<file path="src/rtl/up_down_counter.sv">
// ============================================================================
// Module      : up_down_counter
// Description : WIDTH-bit up/down counter with enable and synchronous parallel
//               load, plus an optional terminal-count flag (macro UDC_TC_EN).
// Revision    : 1.0 - initial release
// ============================================================================
`default_nettype none

module up_down_counter #(
  parameter int WIDTH = 4
) (
  input  logic             clk,
  input  logic             reset,
  input  logic             en,
  input  logic             load,
  input  logic             mode,
  input  logic [WIDTH-1:0] Din,
`ifdef UDC_TC_EN
  output logic             tc,
`endif
  output logic [WIDTH-1:0] Qout
);

  localparam logic [WIDTH-1:0] c_one = {{(WIDTH-1){1'b0}}, 1'b1};

  logic [WIDTH-1:0] r_count;
  logic [WIDTH-1:0] w_next;

  // Load takes precedence over counting; en gates both at the register.
  always_comb begin
    w_next = r_count;
    if (load) begin
      w_next = Din;
    end else if (mode) begin
      w_next = r_count - c_one;
    end else begin
      w_next = r_count + c_one;
    end
  end

  always_ff @(posedge clk or posedge reset) begin
    if (reset) begin
      r_count <= '0;
    end else if (en) begin
      r_count <= w_next;
    end
  end

  assign Qout = r_count;

`ifdef UDC_TC_EN
  // Flags the edge on which a count would wrap; masked while reset holds Qout=0.
  assign tc = ~reset & en & ~load & (mode ? (r_count == '0) : (&r_count));
`endif

endmodule

`default_nettype wire

</file>
<file path="config.mk">
export PLATFORM = sky130hd
export DESIGN_NAME = up_down_counter
export DESIGN_NICKNAME = d
export VERILOG_FILES = /design/src/rtl/up_down_counter.sv
export SDC_FILE = /design/constraint.sdc
export NUM_CORES = 1
export LEC_CHECK = 0
export CORE_AREA = 2 2 39 41
export CTS_CLUSTER_SIZE = 24
export DETAILED_ROUTE_END_ITERATION = 10
export DIE_AREA = 0 0 41 43
export GPL_TIMING_DRIVEN = 0
export PLACE_DENSITY = 0.55
export SLEW_MARGIN = 15
export SYNTH_ARGS = -nofsm -noshare
export SYNTH_HDL_FRONTEND = slang
export SYNTH_SLANG_ARGS = --single-unit
</file>
<file path="constraint.sdc">
create_clock -name clk -period 2 [get_ports clk]
set_input_delay 0.5 -clock clk [delete_from_list [all_inputs] [get_ports clk]]
set_output_delay 0.5 -clock clk [all_outputs]
set_load 0.02 [all_outputs]
</file>
# Yosys cells after proc, flatten, opt, wreduce, memory -nomap -nowiden
# Cells that the tools add are included.
# Widths: inputs -> output; s select.
[word_totals]
reg_bits = 4
out_inout_bits = 4
wordCells = 5
[op_classes]
n_addsub = 2
n_mux = 2
[op_table]
columns = ["cell", "count"]
rows = [
  ["$mux 4", 2],
  ["$add 4x1->4 const B", 1],
  ["$sub 4x1->4 const B", 1],
]

# Depth between registers and ports, before layout
# Gate-level depths: netlist of run 1.
[depth]
word_depth = 3
depth_mapped = 6
depth_no_buf = 6

# Worst setup path before layout of run 1
# No wires, ideal clock.
[synth_path]
path_type = "input port to flip-flop"
startpoint = "input port mode"
endpoint = "register r_count[3] (netlist: Qout[3])"
setup_ns = 0.072
t_arrival_ns = 1.576
setup_slack_ns = 0.352
cell_stages = 5
path_buffers = 0
cell_sequence = "ha_1 and3_4 or3_4 a21oi_2 nand4b_1"
[synth_via]
elab_chain_cells = 2
[synth_rtl]
columns = ["element", "line", "text"]
rows = [
  ["start: declaration", "16", "input logic mode,"],
  ["$mux 4", "34", "end else if (mode) begin"],
  ["$mux 4", "32", "if (load) begin"],
  ["end signal: assignment", "45", "r_count <= w_next;"],
  ["end: declaration", "26", "logic [WIDTH-1:0] r_count;"],
]
# No other way between the ends.
# A chain may end at the register's enable or synchronous reset.

# Worst setup path after layout of run 1
[layout_path]
startpoint = "register r_count[0] (netlist: Qout[0])"
endpoint = "output port Qout[0]"
[layout_lines]
columns = ["element", "line", "text"]
rows = [
  ["end: declaration", "21", "output logic [WIDTH-1:0] Qout"],
]
# No word-level cell between the ends.

==> qor.txt, run 1 <==
Status -> completed
CTS Sinks -> 4
# diodes -> 0
Die height -> 43 um
Pwr Total -> 0.0003541 W
Hold Fails Final Rpt -> 0
Post-Syn Nets -> 49
Crit path launch type -> flop
Initial antenna violation count -> 0
CP top delay family -> buffers and inverters
CTS tree -> yes
Layout area overhead -> 46.40%
Time the worst path needs with I/O delays and setup -> 1.769 ns
Worst slack, placed -> -0.2441 ns
Worst reg2reg endpoint -> Qout[3]
Crit-path cells -> clkdlybuf4s50_1
Critical path endpoint category -> output port
YS warnings -> 0
Routability Congestion -> 0.6372
Count of cell types in the netlist -> 17
Period utilisation layout -> 88.45%
Worst r2r path cells -> 5
R2r startpoint -> Qout[2]
Worst hold path type -> in -> async
Mapped Cells -> 37
R2r setup slk -> 0.39 ns
Gr ovfl total -> 0
WP buf/inv -> 1
Largest net degree at the start of global routing -> 10
Number of synthesized flops with an enable pin -> 0
Top layer in use -> met3
MaxCap Viol Count -> 0
Clk_lat worst skew -> 0.23 ns
Avg Cell Area, Syn -> 8.454 um2
Die area -> 0.001763 mm2
Postcts setup bufs -> 0
Largest fanout on the critical path -> 5
Leakage power -> 0.2074 nW
Worst clock skew -> 0.001936 ns
Cell Pwr Density -> 773.3 mW/mm2
Iter 0 DRT Violations -> 1
Cell area after layout -> 457.9 um2
WL met2 -> 290 um
Via count -> 272
Share of the synthesized area in the top cell type -> 32.00%
CP peak stage delay -> 0.63 ns
Max-slew violation count -> 0
Post-DP Area -> 432.9 um2
Via/cell ratio -> 4.121
Register area share after synthesis -> 32.00%
F_max -> 565.3 MHz
Synth area leaders -> dfrtp_1 32%, a21oi_1 9.6%, ha_1 8.0%
Critical Path AT -> 1.27 ns
Wire per inst -> 9.061 um
DRT Pass-1 Iters -> 3
Vias in the first global route -> 244
Worst endpoint required time -> 1.50 ns
Final Core Density -> 33.09%
CTS max path bufs -> 2
Slew HR -> 79.30%
RSZ-0062 raised after global routing -> false
Most used DFF post-synth -> dfrtp_1
Slew @ Worst Pin -> 0.3105 ns
Clock Tree Root -> clkbuf_4
Rows -> 14
IO buf count -> 10
Area leader, netlist -> dfrtp_1
Crit path kind -> reg -> out
WL met1 -> 279 um
Max FFs per register -> 4
Post-route ant nets -> 0
Top cells by count, synth -> 6 x a21oi_1, 6 x nor2_1, 4 x dfrtp_1, 4 x inv_1
Global Route Usage Sum -> 7.980%
I/O Pins -> 13
Async SR Flop Fraction -> 100.0%
Die Span X -> 41 um
Total core area -> 0.001384 mm2
Maximum VDD drop -> 0.2663 mV
# H-tree levels -> 1
CP max stage cell -> clkdlybuf4s50_1
Final nets -> 64
Post-Route WL -> 598 um
Synth Cell Area -> 312.8 um2
Worst hold margin -> 0.4504 ns
Setup ws final -> 0.2310 ns
Met3 wire len -> 28 um
DRC viols -> 0
Initial Util -> 22.60%
Clk pin slew, worst setup/hold paths -> 0.03 ns
#FFs+latches synth -> 4
Final setup fails -> 0
Layout cells sized above 1 -> 14.00%
CTS buffer count -> 3
First-pass GRT wire length -> 945 um
[how the worst max path moves through the flow]
stage / endpoint / depth (start not counted) / from
3_5_place_dp: Qout[3] / 6 / mode
3_3_place_gp: Qout[3] / 6 / mode
4_1_cts: Qout[3] / 6 / mode
6_report: Qout[0] / 1 / Qout[0]
2_1_floorplan: Qout[3] / 5 / mode
5_1_grt: Qout[0] / 1 / Qout[0]
[cell families (layout without fill, tap and decap cells)]
family	after synthesis	after routing	share of synthesized area, %
XOR/XNOR	1	1	2.801
flip-flops	4	4	32.00
buffers and inverters	6	19	7.199
AND/OR/NAND/NOR	14	14	26.80
adder cells (fa/ha/maj)	3	3	14.40
AO/OA/AOI/OAI	9	9	16.80
[routing by layer]
metal	vias to the layer above	global-route usage (%)
met1	115	11.15
met2	5	10.31
met3	0	1.571
met4	0	6.000
li1	152	-
met5	-	0
[power by group]
part | leakage [nW] | internal, W | switching (W)
Clock | 0.0138 | 0.0000667 | 0.0000277
Combinational | 0.147 | 0.0000776 | 0.0000700
Sequential | 0.0461 | 0.0000966 | 0.0000156
[timing repair]
action	4_1_cts	5_1_grt
hold buffers	0	0
resized for setup	0	2
setup endpoints to repair	1	1
pin swaps	1	0
[through the flow]
step	TNS, ns	std cells
5_1_grt	0	66
3_5_place_dp	-0.4150	63
6_report	0	66
3_3_place_gp	-0.4273	63
2_1_floorplan	0	37
4_1_cts	0	66
[layout make-up]
type                       instances  area [um2]
buffer                             2       7.507
clock buffer                       3       22.52
fill                             150       925.9
inverter                           4       15.01
multi-input combinational         27       190.2
sequential                         4       100.1
tap                               16       20.02
timing repair buffer              10       102.6
[cells in the final DEF, fill, tap and decap left out]
cell             instances
and3_4                   1
dlymetal6s2s_1           1
nand4b_1                 1
a21oi_2                  1
nand3_1                  2
ha_1                     2
dfrtp_1                  4
a21oi_1                  6
clkdlybuf4s50_1          9
inv_1                    4
fa_1                     1
clkbuf_1                 2
clkbuf_4                 3
xor2_1                   1
nor3b_1                  1
or3_4                    1
o21ai_1                  1
a21o_2                   1
nand2b_1                 2
nor2_1                   6
Power figures use the tool's default switching activity.
==> inputs of run 2 (changes only) <==
--- a/config.mk
+++ b/config.mk
@@ -5,11 +5,13 @@
 export SDC_FILE = /design/constraint.sdc
 export NUM_CORES = 1
 export LEC_CHECK = 0
+export ABC_AREA = 0
 export CORE_AREA = 2 2 39 41
 export CTS_CLUSTER_SIZE = 24
 export DETAILED_ROUTE_END_ITERATION = 10
 export DIE_AREA = 0 0 41 43
 export GPL_TIMING_DRIVEN = 0
+export MAX_ROUTING_LAYER = met4
 export PLACE_DENSITY = 0.55
 export SLEW_MARGIN = 15
 export SYNTH_ARGS = -nofsm -noshare
==> constraint.sdc (replaced) <==
create_clock -name clk -period 1.9 [get_ports clk]
set_input_delay 0.475 -clock clk [delete_from_list [all_inputs] [get_ports clk]]
set_output_delay 0.475 -clock clk [all_outputs]
set_load 0.02 [all_outputs]
==> run 2 against run 1 <==
Net effect:
- critical path depth unchanged
- sequential power increased by 5%
- utilization decreased by 0.27 points
- global-route usage increased by 0.20 points
- die area unchanged
- non-clock buffer count unchanged
- clock skew unchanged
- largest power group unchanged
==> qor.txt, run 2 (synthesis gave the netlist of run 1 again) <==
DRT Pass-1 Iters -> 3
RSZ-0062 raised after global routing -> false
Die Span X -> 41 um
Clk_lat worst skew -> 0.23 ns
CTS max path bufs -> 2
Slew @ Worst Pin -> 0.3113 ns
Hold_buf cts -> 0
# H-tree levels -> 1
MaxCap Viol Count -> 0
Worst slack, placed -> -0.3191 ns
CTS buffer count -> 3
Crit-path cells -> clkdlybuf4s50_1
Via count -> 272
Slew HR -> 79.24%
Cell internal pwr -> 0.0002527 W
Initial Util -> 22.60%
Critical path endpoint category -> output port
WP buf/inv -> 1
CP max stage cell -> clkdlybuf4s50_1
Vias in the first global route -> 242
Net switching power -> 0.0001188 W
Via/cell ratio -> 4.121
Clock group share of total power -> 26.8%
Post-Route WL -> 596 um
Setup ws final -> 0.1540 ns
Gr ovfl total -> 0
CTS Sinks -> 4
WL met2 -> 289 um
Wire per inst -> 9.030 um
Worst clock skew -> 0.001936 ns
Layout fillers -> 149
Pwr Total -> 0.0003716 W
Clk pin slew, worst setup/hold paths -> 0.03 ns
Largest net degree at the start of global routing -> 10
F_max -> 572.7 MHz
Worst endpoint required time -> 1.42 ns
Total core area -> 0.001384 mm2
Post-route ant nets -> 0
# diodes -> 0
Time the worst path needs with I/O delays and setup -> 1.746 ns
Max FFs per register -> 4
Worst hold path type -> in -> async
Hold Fails Final Rpt -> 0
Iter 0 DRT Violations -> 1
Die area -> 0.001763 mm2
Met3 wire len -> 28 um
Clock Tree Root -> clkbuf_4
CP peak stage delay -> 0.63 ns
IO buf count -> 10
Largest fanout on the critical path -> 5
Layout area overhead -> 45.20%
Maximum VDD drop -> 0.2804 mV
Critical Path AT -> 1.27 ns
Initial antenna violation count -> 0
Final nets -> 64
DRC viols -> 0
Period utilisation layout -> 91.89%
Cell Pwr Density -> 818.1 mW/mm2
Commonest non-fill, non-tap cell in the layout -> clkdlybuf4s50_1
Rows -> 14
First-pass GRT wire length -> 945 um
Most frequent cells in the layout -> 9 x clkdlybuf4s50_1, 6 x nor2_1, 6 x a21oi_1, 4 x dfrtp_1, 4 x inv_1
Status -> completed
Final setup fails -> 0
Global Route Usage Sum -> 8.178%
Gate power share -> 41.4%
Leakage power -> 0.1995 nW
Routability Congestion -> 0.6425
Reg power frac -> 31.8%
WL met1 -> 278 um
Top layer in use -> met3
CTS tree -> yes
Sw Share -> 31.98%
I/O Pins -> 13
CP top delay family -> buffers and inverters
Crit path launch type -> flop
Layout cells sized above 1 -> 14.00%
Max-slew violation count -> 0
Die height -> 43 um
Crit path kind -> reg -> out
run 2: what timing repair did:
| item | CTS | global route |
|---|---|---|
| gates resized for setup | 1 | 0 |
| setup endpoints to repair | 1 | 0 |
| buffers inserted | 0 | 0 |
run 2: through the flow:
step / util, % / hold slack (ns) / instances / setup TNS [ns] / instance area, um2
after floorplan: - / 0.2411 / 37 / 0 / 312.8
after global placement: 31.28 / 0.5650 / 63 / -0.6523 / 432.9
after detailed placement: 31.28 / 0.5679 / 63 / -0.6400 / 432.9
after CTS: 32.82 / 0.4195 / 66 / 0 / 454.2
after global routing: 32.82 / 0.4460 / 66 / 0 / 454.2
final: 32.82 / 0.4254 / 66 / 0 / 454.2
run 2: worst paths after layout:
check | cells past startpoint | to | slack [ns] | from
setup / recovery | 1 | Qout[0] | 0.15 | Qout[0]
hold / removal | 2 | Qout[3] | 0.43 | reset
setup reg to reg | 5 | Qout[3] | 0.29 | Qout[2]
hold reg to reg | 2 | Qout[2] | 0.57 | Qout[2]
max in group asynchronous | 2 | Qout[1] | 1.33 | reset
min in group clk | 2 | Qout[2] | 0.57 | Qout[2]
run 2: per-layer routing:
layer	GRT usage, %	up-vias
met5	-	-
met4	6.000	0
met3	1.571	0
met2	10.31	5
met1	11.15	116
li1	-	151
run 2: power by group through the flow:
stage | Sequential, W | Combinational (W) | Clock [W]
final | 0.000118 | 0.000154 | 0.0000994
after global routing | 0.000121 | 0.000172 | 0.000110
after CTS | 0.000118 | 0.000157 | 0.000108
after detailed placement | 0.000119 | 0.000156 | 0
after global placement | 0.000120 | 0.000156 | 0
after floorplan | 0.000136 | 0.0000784 | 0
run 2: cell type report:
cell class              count  area [um2]  share of cell area (%)
plain buffers               2       7.507                   1.653
clock buffers               3       22.52                   4.959
inverters                   4       15.01                   3.306
multi-input cells          27       190.2                   41.87
flip-flops and latches      4       100.1                   22.04
well taps                  16       20.02                   4.408
repair buffers             10       98.84                   21.76
==> inputs of run 3 (changes only) <==
--- a/config.mk
+++ b/config.mk
@@ -10,7 +10,6 @@
 export CTS_CLUSTER_SIZE = 24
 export DETAILED_ROUTE_END_ITERATION = 10
 export DIE_AREA = 0 0 41 43
-export GPL_TIMING_DRIVEN = 0
 export MAX_ROUTING_LAYER = met4
 export PLACE_DENSITY = 0.55
 export SLEW_MARGIN = 15
==> run 3 against run 2 <==
Net effect:
- sequential cell count unchanged
- die area did not move
- power increased by 5.3%
- clock power is 7% higher
- global-route usage up 1.2 points
==> qor.txt, run 3 (synthesis gave the netlist of run 1 again) <==
Largest fanout on the critical path -> 5
Number of cells on the critical path -> 1
Worst r2r path cells -> 5
Clock Tree Root -> clkbuf_4
Final setup fails -> 0
R2r startpoint -> Qout[2]
R2r setup slk -> 0.29 ns
Via/cell ratio -> 4.217
CP max stage cell -> clkdlybuf4s50_1
Cell Pwr Density -> 800.1 mW/mm2
Initial antenna violation count -> 0
# H-tree levels -> 1
Status -> completed
Wire per inst -> 9.884 um
# diodes -> 0
Pwr Total -> 0.0003914 W
Rows -> 14
Leakage power -> 0.2194 nW
Commonest non-fill, non-tap cell in the layout -> clkdlybuf4s50_1
Dpl hpwl -> 561.1 um
Time the worst path needs with I/O delays and setup -> 1.758 ns
Final nets -> 67
Via count -> 291
Gr ovfl total -> 0
Die height -> 43 um
Clk pin slew, worst setup/hold paths -> 0.04 ns
Clk_lat worst skew -> 0.23 ns
Die area -> 0.001763 mm2
Hold_buf cts -> 0
Worst endpoint required time -> 1.42 ns
Iter 0 DRT Violations -> 4
Die Span X -> 41 um
DRC viols -> 0
Initial Util -> 22.60%
Total core area -> 0.001384 mm2
WP buf/inv -> 1
Post-DP Area -> 467.9 um2
First-pass GRT wire length -> 1041 um
Critical Path AT -> 1.28 ns
Worst hold path type -> in -> async
Setup crit start -> Qout[0]
Slew @ Worst Pin -> 0.2922 ns
Slew HR -> 80.46%
Maximum VDD drop -> 0.2781 mV
Worst slack, placed -> -0.2859 ns
Worst clock skew -> 0.002665 ns
Largest net degree at the start of global routing -> 10
CTS max path bufs -> 2
Post-route ant nets -> 0
Crit path launch type -> flop
Layout area overhead -> 56.40%
DRT Pass-1 Iters -> 4
Final TNS setup -> 0 ns
CTS buffer count -> 3
CP top delay family -> buffers and inverters
Routability Congestion -> 0.6338
Max-slew violation count -> 0
IO buf count -> 12
Layout fillers -> 159
Crit path kind -> reg -> out
Critical path endpoint category -> output port
Worst hold margin -> 0.4256 ns
MaxCap Viol Count -> 0
Period utilisation layout -> 92.51%
Setup ws final -> 0.1423 ns
RSZ-0062 raised after global routing -> false
Post-Route WL -> 682 um
Vias in the first global route -> 280
Max FFs per register -> 4
Multi-input gate area -> 190.2 um2
CTS Sinks -> 4
I/O Pins -> 13
Seq. cell area -> 100.1 um2
Crit-path cells -> clkdlybuf4s50_1
F_max -> 568.9 MHz
Layout cells sized above 1 -> 18.87%
Worst reg2reg endpoint -> Qout[3]
Global Route Usage Sum -> 9.401%
Hold Fails Final Rpt -> 0
Most frequent cells in the layout -> 11 x clkdlybuf4s50_1, 6 x nor2_1, 6 x a21oi_1, 4 x dfrtp_1, 4 x inv_1
Cell area after layout -> 489.2 um2
Setup crit end -> Qout[0]
CTS tree -> yes
CP peak stage delay -> 0.63 ns
==> run 3: changes by cell type in the layout (fill, tap and decap cells not counted), sizes merged <==
cell / delta
buf: +3
clkbuf: -2
clkdlybuf4s50: +2
==> run 3: cell type report <==
class,instances,share of cell area [%]
flip-flops and latches,4,20.46
well taps,16,4.092
repair buffers,15,28.90
clock buffers,3,4.604
inverters,4,3.069
multi-input cells,27,38.87
==> run 3: layer usage <==
layer  vias up  wire length, um  global-route usage, %
met2         5              361                  12.50
met1       130              298                  10.75
li1        156                -                      -
met4         0                0                  8.000
met5         -                0                      -
met3         0               22                  3.141
==> run 3: worst min-delay path by stage <==
stage / start / endpoint
after floorplan: reset / Qout[0]
after global placement: Qout[2] / Qout[2]
after detailed placement: Qout[3] / Qout[3]
after CTS: reset / Qout[0]
after global routing: reset / Qout[0]
final: reset / Qout[2]
==> run 3: report_power, final <==
group	switching (W)	internal, W	total [W]	leakage (nW)
combinational	0.0000761	0.0000917	0.000168	0.159
clock	0.0000353	0.0000707	0.000106	0.0138
sequential	0.0000161	0.000102	0.000118	0.0461
==> run 3: what timing repair did <==
action,CTS,global route
endpoints found under the hold margin,0,0
setup buffers,0,0
endpoints found under the setup margin,1,0
gates resized for setup,1,0
==> run 3: stage by stage <==
stage          utilization [%]  std cells
2_1_floorplan                -         37
3_3_place_gp             33.82         66
3_5_place_dp             33.82         66
4_1_cts                  35.35         69
5_1_grt                  35.35         69
6_report                 35.35         69
